$ cat config.mk
export PLATFORM = sky130hd
export DESIGN_NAME = sram_oq_write_ctrl
export DESIGN_NICKNAME = d
export VERILOG_FILES = /design/src/rtl/sram_oq_pkg.sv /design/src/rtl/sram_oq_queue_ctx.sv /design/src/rtl/sram_oq_write_ctrl.sv
export SDC_FILE = /design/constraint.sdc
export NUM_CORES = 2
export LEC_CHECK = 0
export ABC_AREA = 0
export CAP_MARGIN = 20
export CORE_MARGIN = 2
export CORE_UTILIZATION = 40
export CTS_CLUSTER_DIAMETER = 200
export DETAILED_ROUTE_END_ITERATION = 10
export GPL_ROUTABILITY_DRIVEN = 0
export MAX_ROUTING_LAYER = met4
export PLACE_DENSITY = 0.67
export SLEW_MARGIN = 10
export SYNTH_ARGS = -nofsm -noshare
export SYNTH_HDL_FRONTEND = slang
export SYNTH_HIERARCHICAL = 1
export SYNTH_SLANG_ARGS = --single-unit
$ cat constraint.sdc
create_clock -name memclk -period 7.3 [get_ports memclk]
set_clock_uncertainty 0.05 [all_clocks]
set_input_delay 1.825 -clock memclk [delete_from_list [all_inputs] [get_ports memclk]]
set_output_delay 1.825 -clock memclk [all_outputs]
set_load 0.05 [all_outputs]
$ cat src/rtl/sram_oq_pkg.sv
// Shared definitions for the output-queue SRAM write controller:
// sideband bit offsets inside a data word, the per-queue state type and
// the queue depth helper.
package sram_oq_pkg;

  // Per-queue packet state.
  typedef enum logic [1:0] {
    Q_IDLE     = 2'd0,
    Q_WRITING  = 2'd1,
    Q_DROPPING = 2'd2
  } q_state_e;

  // End-of-packet sideband bit, just above the data bytes.
  function automatic int unsigned sb_eop_bit(input int unsigned tdata_width);
    return 8 * tdata_width;
  endfunction

  // Start-of-packet sideband bit; carried through but not interpreted.
  function automatic int unsigned sb_sop_bit(input int unsigned tdata_width);
    return 8 * tdata_width + 1;
  endfunction

  // Words per queue region.
  function automatic int unsigned queue_depth(input int unsigned addr_width);
    return 32'd1 << addr_width;
  endfunction

endpackage

$ cat src/rtl/sram_oq_queue_ctx.sv
// Context of one output queue: packet FSM, speculative write pointer,
// committed pointer and free-word count.
// Ports:
//   memclk, reset      clock, synchronous active-high reset
//   word_valid         word for this queue arrives this cycle
//   word_eop           that word ends its packet
//   rel_valid          read side frees rel_words words of this queue
//   rel_words          words freed (1..DEPTH)
//   wr_c               word is written this cycle (combinational)
//   drop_c             packet is dropped this cycle (combinational)
//   commit_c           packet is committed this cycle (combinational)
//   wr_ptr             current speculative write offset
//   commit_ptr         committed tail offset
module sram_oq_queue_ctx
  import sram_oq_pkg::*;
#(
  parameter int unsigned QUEUE_ADDR_WIDTH = 16
) (
  input  logic                        memclk,
  input  logic                        reset,
  input  logic                        word_valid,
  input  logic                        word_eop,
  input  logic                        rel_valid,
  input  logic [QUEUE_ADDR_WIDTH:0]   rel_words,
  output logic                        wr_c,
  output logic                        drop_c,
  output logic                        commit_c,
  output logic [QUEUE_ADDR_WIDTH-1:0] wr_ptr,
  output logic [QUEUE_ADDR_WIDTH-1:0] commit_ptr
);

  localparam int unsigned AW    = QUEUE_ADDR_WIDTH;
  localparam int unsigned CW    = AW + 1;
  localparam int unsigned SW    = AW + 2;
  localparam int unsigned DEPTH = queue_depth(AW);

  q_state_e        state, state_n;
  logic [AW-1:0]   wr_ptr_n, commit_ptr_n;
  logic [CW-1:0]   free, free_n;
  logic [CW-1:0]   restore;
  logic [CW-1:0]   spec_words;
  logic [AW-1:0]   spec_diff;
  logic [SW-1:0]   free_sum;
  logic            has_room;

  assign has_room  = (free != '0);
  assign spec_diff = wr_ptr - commit_ptr;
  // In WRITING at least one word is outstanding, so equal pointers mean a
  // full region of speculative words rather than none.
  assign spec_words = (spec_diff == '0) ? CW'(DEPTH) : CW'(spec_diff);

  // State and pointer registers.
  always_ff @(posedge memclk) begin
    if (reset) begin
      state      <= Q_IDLE;
      wr_ptr     <= '0;
      commit_ptr <= '0;
      free       <= CW'(DEPTH);
    end else begin
      state      <= state_n;
      wr_ptr     <= wr_ptr_n;
      commit_ptr <= commit_ptr_n;
      free       <= free_n;
    end
  end

  // Next-state, pointer and free-count logic.
  always_comb begin
    state_n      = state;
    wr_ptr_n     = wr_ptr;
    commit_ptr_n = commit_ptr;
    wr_c         = 1'b0;
    drop_c       = 1'b0;
    commit_c     = 1'b0;
    restore      = '0;
    free_n       = free;
    free_sum     = '0;

    case (state)
      Q_IDLE: begin
        if (word_valid) begin
          if (has_room) begin
            wr_c     = 1'b1;
            wr_ptr_n = wr_ptr + AW'(1);
            if (word_eop) begin
              commit_c     = 1'b1;
              commit_ptr_n = wr_ptr + AW'(1);
            end else begin
              state_n = Q_WRITING;
            end
          end else begin
            drop_c  = 1'b1;
            state_n = word_eop ? Q_IDLE : Q_DROPPING;
          end
        end
      end
      Q_WRITING: begin
        if (word_valid) begin
          if (has_room) begin
            wr_c     = 1'b1;
            wr_ptr_n = wr_ptr + AW'(1);
            if (word_eop) begin
              commit_c     = 1'b1;
              commit_ptr_n = wr_ptr + AW'(1);
              state_n      = Q_IDLE;
            end
          end else begin
            // Abort: rewind to the last commit and give back the words.
            wr_ptr_n = commit_ptr;
            restore  = spec_words;
            drop_c   = 1'b1;
            state_n  = word_eop ? Q_IDLE : Q_DROPPING;
          end
        end
      end
      Q_DROPPING: begin
        if (word_valid && word_eop) begin
          state_n = Q_IDLE;
        end
      end
      default: begin
        state_n = Q_IDLE;
      end
    endcase

    // Write, abort and release combine; result saturates at DEPTH.
    free_sum = SW'(free) + SW'(restore)
             + (rel_valid ? SW'(rel_words) : SW'(0))
             - (wr_c ? SW'(1) : SW'(0));
    if (free_sum > SW'(DEPTH)) begin
      free_n = CW'(DEPTH);
    end else begin
      free_n = free_sum[CW-1:0];
    end
  end

endmodule

$ cat src/rtl/sram_oq_write_ctrl.sv
// Output-queue SRAM write controller. Takes the arbiter's word stream,
// writes each word into its queue's circular SRAM region, drops packets
// that do not fit and publishes committed tails to the read side.
// Ports:
//   memclk, reset      clock, synchronous active-high reset
//   din_valid          word valid
//   queue_id           destination queue of the word
//   din                word: data bytes, EOP/SOP sideband, opaque bits
//   rel_valid          read side frees words
//   rel_qid            queue being freed
//   rel_words          words freed (1..DEPTH)
//   sram_wr_en         SRAM write strobe
//   sram_wr_addr       SRAM address {qid, offset}
//   sram_wr_data       word written, unmodified
//   commit_valid       pulse: packet committed
//   commit_qid         queue of committed packet
//   commit_tail        committed tails, queue q at slice q
//   drop_valid         pulse: packet dropped
//   drop_qid           queue of dropped packet
//   err_bad_qid        sticky: out-of-range queue_id seen
module sram_oq_write_ctrl
  import sram_oq_pkg::*;
#(
  parameter int unsigned TDATA_WIDTH      = 24,
  parameter int unsigned NUM_QUEUES       = 5,
  parameter int unsigned QUEUE_ID_WIDTH   = 3,
  parameter int unsigned QUEUE_ADDR_WIDTH = 16,
  parameter int unsigned SRAM_ADDR_WIDTH  = QUEUE_ID_WIDTH + QUEUE_ADDR_WIDTH
) (
  input  logic                                   memclk,
  input  logic                                   reset,
  input  logic                                   din_valid,
  input  logic [QUEUE_ID_WIDTH-1:0]              queue_id,
  input  logic [8*TDATA_WIDTH+9:0]               din,
  input  logic                                   rel_valid,
  input  logic [QUEUE_ID_WIDTH-1:0]              rel_qid,
  input  logic [QUEUE_ADDR_WIDTH:0]              rel_words,
  output logic                                   sram_wr_en,
  output logic [SRAM_ADDR_WIDTH-1:0]             sram_wr_addr,
  output logic [8*TDATA_WIDTH+9:0]               sram_wr_data,
  output logic                                   commit_valid,
  output logic [QUEUE_ID_WIDTH-1:0]              commit_qid,
  output logic [NUM_QUEUES*QUEUE_ADDR_WIDTH-1:0] commit_tail,
  output logic                                   drop_valid,
  output logic [QUEUE_ID_WIDTH-1:0]              drop_qid,
  output logic                                   err_bad_qid
);

  localparam int unsigned AW      = QUEUE_ADDR_WIDTH;
  localparam int unsigned EOP_BIT = sb_eop_bit(TDATA_WIDTH);

  logic [NUM_QUEUES-1:0]    acc, rel_hit;
  logic [NUM_QUEUES-1:0]    wr_v, drop_v, commit_v;
  logic [AW-1:0]            wr_ptr_q [NUM_QUEUES];
  logic [NUM_QUEUES*AW-1:0] commit_ptr_flat;

  logic                      wr_sel, drop_sel, commit_sel, bad_qid_c;
  logic [AW-1:0]             wr_ptr_sel;
  logic                      commit_pend;
  logic [QUEUE_ID_WIDTH-1:0] commit_pend_qid;

  assign bad_qid_c = din_valid && (32'(queue_id) >= NUM_QUEUES);

  // One context per queue; decode routes words and releases.
  for (genvar g = 0; g < NUM_QUEUES; g++) begin : g_queue
    logic [AW-1:0] commit_ptr_g;

    assign acc[g]     = din_valid && (queue_id == QUEUE_ID_WIDTH'(g));
    assign rel_hit[g] = rel_valid && (rel_qid == QUEUE_ID_WIDTH'(g));

    sram_oq_queue_ctx #(
      .QUEUE_ADDR_WIDTH (AW)
    ) u_ctx (
      .memclk     (memclk),
      .reset      (reset),
      .word_valid (acc[g]),
      .word_eop   (din[EOP_BIT]),
      .rel_valid  (rel_hit[g]),
      .rel_words  (rel_words),
      .wr_c       (wr_v[g]),
      .drop_c     (drop_v[g]),
      .commit_c   (commit_v[g]),
      .wr_ptr     (wr_ptr_q[g]),
      .commit_ptr (commit_ptr_g)
    );

    assign commit_ptr_flat[g*AW +: AW] = commit_ptr_g;
  end

  // At most one queue is addressed per cycle, so OR-combine its results.
  always_comb begin
    wr_sel     = 1'b0;
    drop_sel   = 1'b0;
    commit_sel = 1'b0;
    wr_ptr_sel = '0;
    for (int q = 0; q < NUM_QUEUES; q++) begin
      wr_sel     = wr_sel | wr_v[q];
      drop_sel   = drop_sel | drop_v[q];
      commit_sel = commit_sel | commit_v[q];
      if (acc[q]) begin
        wr_ptr_sel = wr_ptr_q[q];
      end
    end
  end

  // Output registers; commit is staged once more so it follows its write.
  always_ff @(posedge memclk) begin
    if (reset) begin
      sram_wr_en      <= 1'b0;
      sram_wr_addr    <= '0;
      sram_wr_data    <= '0;
      commit_pend     <= 1'b0;
      commit_pend_qid <= '0;
      commit_valid    <= 1'b0;
      commit_qid      <= '0;
      commit_tail     <= '0;
      drop_valid      <= 1'b0;
      drop_qid        <= '0;
      err_bad_qid     <= 1'b0;
    end else begin
      sram_wr_en   <= wr_sel;
      commit_pend  <= commit_sel;
      commit_valid <= commit_pend;
      commit_tail  <= commit_ptr_flat;
      drop_valid   <= drop_sel;
      if (wr_sel) begin
        sram_wr_addr <= SRAM_ADDR_WIDTH'({queue_id, wr_ptr_sel});
        sram_wr_data <= din;
      end
      if (commit_sel) begin
        commit_pend_qid <= queue_id;
      end
      if (commit_pend) begin
        commit_qid <= commit_pend_qid;
      end
      if (drop_sel) begin
        drop_qid <= queue_id;
      end
      if (bad_qid_c) begin
        err_bad_qid <= 1'b1;
      end
    end
  end

endmodule

==> impl.org <==
** Status
- The run finished with clean final reports.

** Yosys
- Synth Flop Type :: sky130_fd_sc_hd__dfxtp_1
- Sequential-to-total area share from yosys stat :: 33.2%
- Counting flops with a built-in enable in the synthesized netlist gives 0.
- Yosys warns :: 6
- Gate Count Post-Synth :: 4,285
- Post-synthesis cell type count :: 104
- When the netlist entered floorplanning its net count stood at 4,858.
- Share of flip-flops with an asynchronous set or reset :: 0%
- In this run the mean area of a mapped cell was 8.01 um^2.
- After synthesis the netlist holds a flip-flop and latch count of 570.
- Summing every instance area after synthesis gives 34,300 um^2.

** Power
- Power density relative to cell area :: 296 nW/um^2
- Sequential cells burn 27.7% of the power.
- Leakage power figure :: 16.7 nW
- Total internal power :: 7.81 mW
- Worst IR Drop VDD :: 0.269 mV
- Part of the total power dissipated in combinational logic :: 43.9%
- In this run the power spent charging and discharging nets is 4.97 mW.
- Switching Share :: 38.9%
- The clock network accounts for 28.3% of the total power.

** Critical path
- The slowest stage of the critical path belongs to the cell sky130_fd_sc_hd__clkdlybuf4s50_1.
- STA puts the critical path data required time at 7.77 ns.
- Buffers & Inverters on Critical Path :: 4
- Critical path's top delay family :: simple AND/OR/NAND/NOR gates
- The endpoint identified for the worst register-to-register timing path is g_queue[3].u_ctx/free[7].
- For flop-to-flop paths, the worst setup slack is 1.48 ns.
- Walking the worst path, the cells encountered are clkdlybuf4s50_1 > nor2b_1 > nor3b_1 > buf_4 > nand2b_1 > or4_1 > ha_1 > fa_1 > inv_1 > fa_1 > a211oi_1 > o21bai_1 > a2111oi_2 > o31ai_1 > a21oi_1 > xnor2_1 > or3_1 > buf_4 > nor3_1.
- Worst endpoint data arrival time :: 7.16 ns
- The worst setup path is launched from an input pin.
- Path depth of the worst reg2reg path :: 20
- By startpoint and endpoint, the worst setup path is classified as in -> reg.
- Delay of the slowest cell on the worst path :: 0.63 ns
- Worst Setup End Kind :: flop
- Critical path fanouts, max :: 14
- The worst register-to-register path begins at g_queue[3].u_ctx/wr_ptr[0].

** Die
- For this design the top-level I/O count stands at 540.
- Chip width :: 297 um
- The total area inside the core boundary comes to 85,100 um^2.
- From bottom edge to top edge, the die measures 297 um.
- Total Die Area :: 88,200 um^2
- After floorplanning, the core was divided into 107 placement rows.
- Starting density of the core :: 40.3%

** Clock tree
- In this run the clock root is driven by a sky130_fd_sc_hd__clkbuf_16.
- Gates resized during post-CTS repair numbered 0.
- Clock tree synthesis found a total of 570 sinks.
- TritonCTS built the clock tree.
- Clock buffer count from CTS :: 70
- No sink is reached through more buffers than the 3 on the longest clock path.
- At the later pin of the worst-skew pair, clock insertion delay measures 0.63 ns.
- Post-CTS Setup Bufs :: 0
- Number of buffers inserted by hold repair at cts :: 0
- In this run the number of H-tree levels came out at 3.
- Clk slew on worst S/H paths :: 0.06 ns

** Detailed routing
- In the routed design, unresolved DRC markers number 0.
- Residual antenna-violating net count after detailed routing :: 0
- Drt pass-1 iters :: 6
- Violation count after the first detailed-routing iteration :: 3,224
- Dividing the detail-routed via count by the number of cells gives 5.31.
- Total wire length :: 122,000 um
- Routed wire per std cell :: 20.4 um
- Via Count :: 31,700

** GRT
- The number of antenna violations at the first check in global routing is 19.
- The first global-routing pass estimated 184,000 um of wire.
- The total overflow left after global routing is 0.
- Maximum number of pins on one net before global-route repair :: 150
- Overall Global Routing Usage :: 27.6%
- Number of global-route vias before repair :: 29,600

** STA
- In the post-route analysis, the smallest setup slack over all paths is 0.612 ns.
- Setup violations remaining at the end of the flow were counted as 0.
- Pin slew with the least headroom to its limit :: 1.02 ns
- For the final routed database, the setup TNS stands at 0 ns.
- The final hold violation count was 0.
- Final Slew Violations :: 0
- Final min period :: 6.69 ns
- Headroom to the max-slew limit came out at 31.8%.
- Highest clock frequency the design can meet :: 150 MHz
- After layout, the worst path uses 91.6% of the clock period.
- RSZ-0062 raised after global routing :: no

** Placed design
- Post-placement worst setup slack :: 0.0705 ns
- Number of input and output port buffers inserted :: 539
- Once placement completed, the tool counted placed cells totaling 5,828.
- Post-DP HPWL :: 93,500 um

** Hold path
- Worst min-delay path category :: reg -> reg
- Hold Path End :: drop_qid[1]
- Worst hold stages :: 2
- Launch point of the worst hold path :: drop_qid[1]

** Layout
- Cells with a size suffix above 1 make up 5.99% of the layout.
- For this run, the post-layout net count is 5,329.
- Area Growth Syn to Fin :: 25.8%
- Number of standard cells in the layout, taps in and fillers out :: 5,969

** Job
- Max-cap violations in this run came to 0.
kinds of logic after synthesis:
logic type      Yosys count  synth area share, %
flops                   570                 33.2
xor+xnor                189                 4.84
buf+inv                 589                 7.09
fa+ha+maj               344                 14.6
simple gates           1617                 22.0
compound gates          942                 17.2
mux                      34                 1.05
synth_stat cells, drive strengths merged (5+ instances only):
master | number | area (um^2)
dfxtp | 570 | 11400
a221oi | 5 | 50.0
nor4 | 34 | 249
nand4 | 16 | 100
clkbuf | 135 | 507
buf | 82 | 533
a2bb2oi | 7 | 61.3
o21ai | 164 | 832
mux2 | 16 | 180
nand2b | 43 | 272
nor3 | 59 | 338
or3 | 28 | 175
nor2 | 369 | 1430
and3 | 40 | 250
nand2 | 691 | 2600
a21boi | 7 | 52.6
o21a | 20 | 150
a21o | 47 | 353
nor3b | 23 | 173
fa | 95 | 1900
nor2b | 108 | 691
a22oi | 29 | 218
ha | 249 | 3120
mux2i | 18 | 180
o31a | 7 | 61.3
and2 | 46 | 290
xor2 | 90 | 788
nand3 | 105 | 526
inv | 372 | 1400
o211ai | 31 | 251
or4 | 21 | 165
o2bb2ai | 17 | 149
a311oi | 5 | 50.0
a211oi | 93 | 733
a31oi | 26 | 163
o31ai | 23 | 215
a21oi | 409 | 2050
xnor2 | 99 | 875
nand3b | 6 | 48.8
o21bai | 11 | 86.3
or2 | 9 | 58.8
layout by cell type, fill, tap and decap left out, types with 29 or more instances in the layout:
cell and instances:
sky130_fd_sc_hd__nand2_1 688, sky130_fd_sc_hd__nor2b_1 104, sky130_fd_sc_hd__inv_1 372, sky130_fd_sc_hd__nor2_1 353, sky130_fd_sc_hd__o21ai_0 133, sky130_fd_sc_hd__nand2b_1 42
sky130_fd_sc_hd__a21o_1 47, sky130_fd_sc_hd__a211oi_1 86, sky130_fd_sc_hd__clkbuf_16 72, sky130_fd_sc_hd__ha_1 249, sky130_fd_sc_hd__nand3_1 105, sky130_fd_sc_hd__and2_1 44
sky130_fd_sc_hd__fa_1 95, sky130_fd_sc_hd__clkdlybuf4s50_1 537, sky130_fd_sc_hd__xnor2_1 98, sky130_fd_sc_hd__nor4_1 31, sky130_fd_sc_hd__and3_1 40, sky130_fd_sc_hd__a21oi_1 407
sky130_fd_sc_hd__xor2_1 90, sky130_fd_sc_hd__buf_4 73, sky130_fd_sc_hd__dfxtp_1 570, sky130_fd_sc_hd__a22oi_1 29, sky130_fd_sc_hd__nor3_1 49, sky130_fd_sc_hd__o211ai_1 29
routing by layer:
layer | global-route usage, % | vias to the layer above | part of all wire, %
met5 | - | - | 0
li1 | - | 15400 | -
met4 | 7.74 | 0 | 2.6
met2 | 39.3 | 1213 | 42
met1 | 36.8 | 14900 | 45
met3 | 9.38 | 173 | 10
through the flow:
stage | instance area [um^2] | hold WS [ns] | util [%] | total power, mW
2_1_floorplan | 34300 | 0.382 | - | 7.77
3_3_place_gp | 40800 | 0.387 | 47.9 | 9.05
3_5_place_dp | 40800 | 0.392 | 47.9 | 9.11
4_1_cts | 43200 | 0.399 | 50.7 | 12.8
5_1_grt | 43200 | 0.411 | 50.7 | 13.6
6_report | 43200 | 0.397 | 50.7 | 12.8
worst max path at each step:
| stage | startpoint | to | cells after the start |
|---|---|---|---|
| 2_1_floorplan | din_valid | g_queue[0].u_ctx/free[13] | 24 |
| 3_3_place_gp | queue_id[2] | g_queue[3].u_ctx/free[10] | 19 |
| 3_5_place_dp | din_valid | g_queue[0].u_ctx/free[5] | 19 |
| 4_1_cts | din_valid | g_queue[0].u_ctx/free[5] | 19 |
| 5_1_grt | din_valid | g_queue[0].u_ctx/free[5] | 22 |
| 6_report | din_valid | g_queue[0].u_ctx/free[5] | 19 |
tightest hold or removal path: cells and delay by family, from the launching register on:
family	cells	cell delay, ns
flops	1	0.31
simple gates	1	0.05
compound gates	1	0.05
layout make-up:
class | count | area, um^2
Antenna cell | 14 | 35.0
Multi-Input combinational cell | 3126 | 20500
Timing Repair Buffer | 616 | 6020
Clock buffer | 102 | 2030
Clock inverter | 25 | 352
Inverter | 372 | 1400
Fill cell | 8210 | 41900
Sequential cell | 570 | 11400
Tap cell | 1144 | 1430
state kept, by name (all words and copies together), names as in the netlist:
name                      count
commit_pend                   1
commit_pend_qid               3
commit_qid                    3
commit_tail                  80
commit_valid                  1
drop_qid                      3
drop_valid                    1
err_bad_qid                   1
g_queue.u_ctx/commit_ptr     80
g_queue.u_ctx/free           85
g_queue.u_ctx/state          10
g_queue.u_ctx/wr_ptr         80
sram_wr_addr                 19
sram_wr_data                202
sram_wr_en                    1
power groups by stage:
stage	Combinational (mW)	Clock (mW)	Sequential (mW)
after detailed placement	5.51	0	3.60
after CTS	5.56	3.71	3.54
after global placement	5.45	0	3.60
final	5.61	3.62	3.54
after floorplan	3.84	0	3.93
after global routing	6.18	3.82	3.56
No activity file was read; power rests on OpenSTA's default activity.
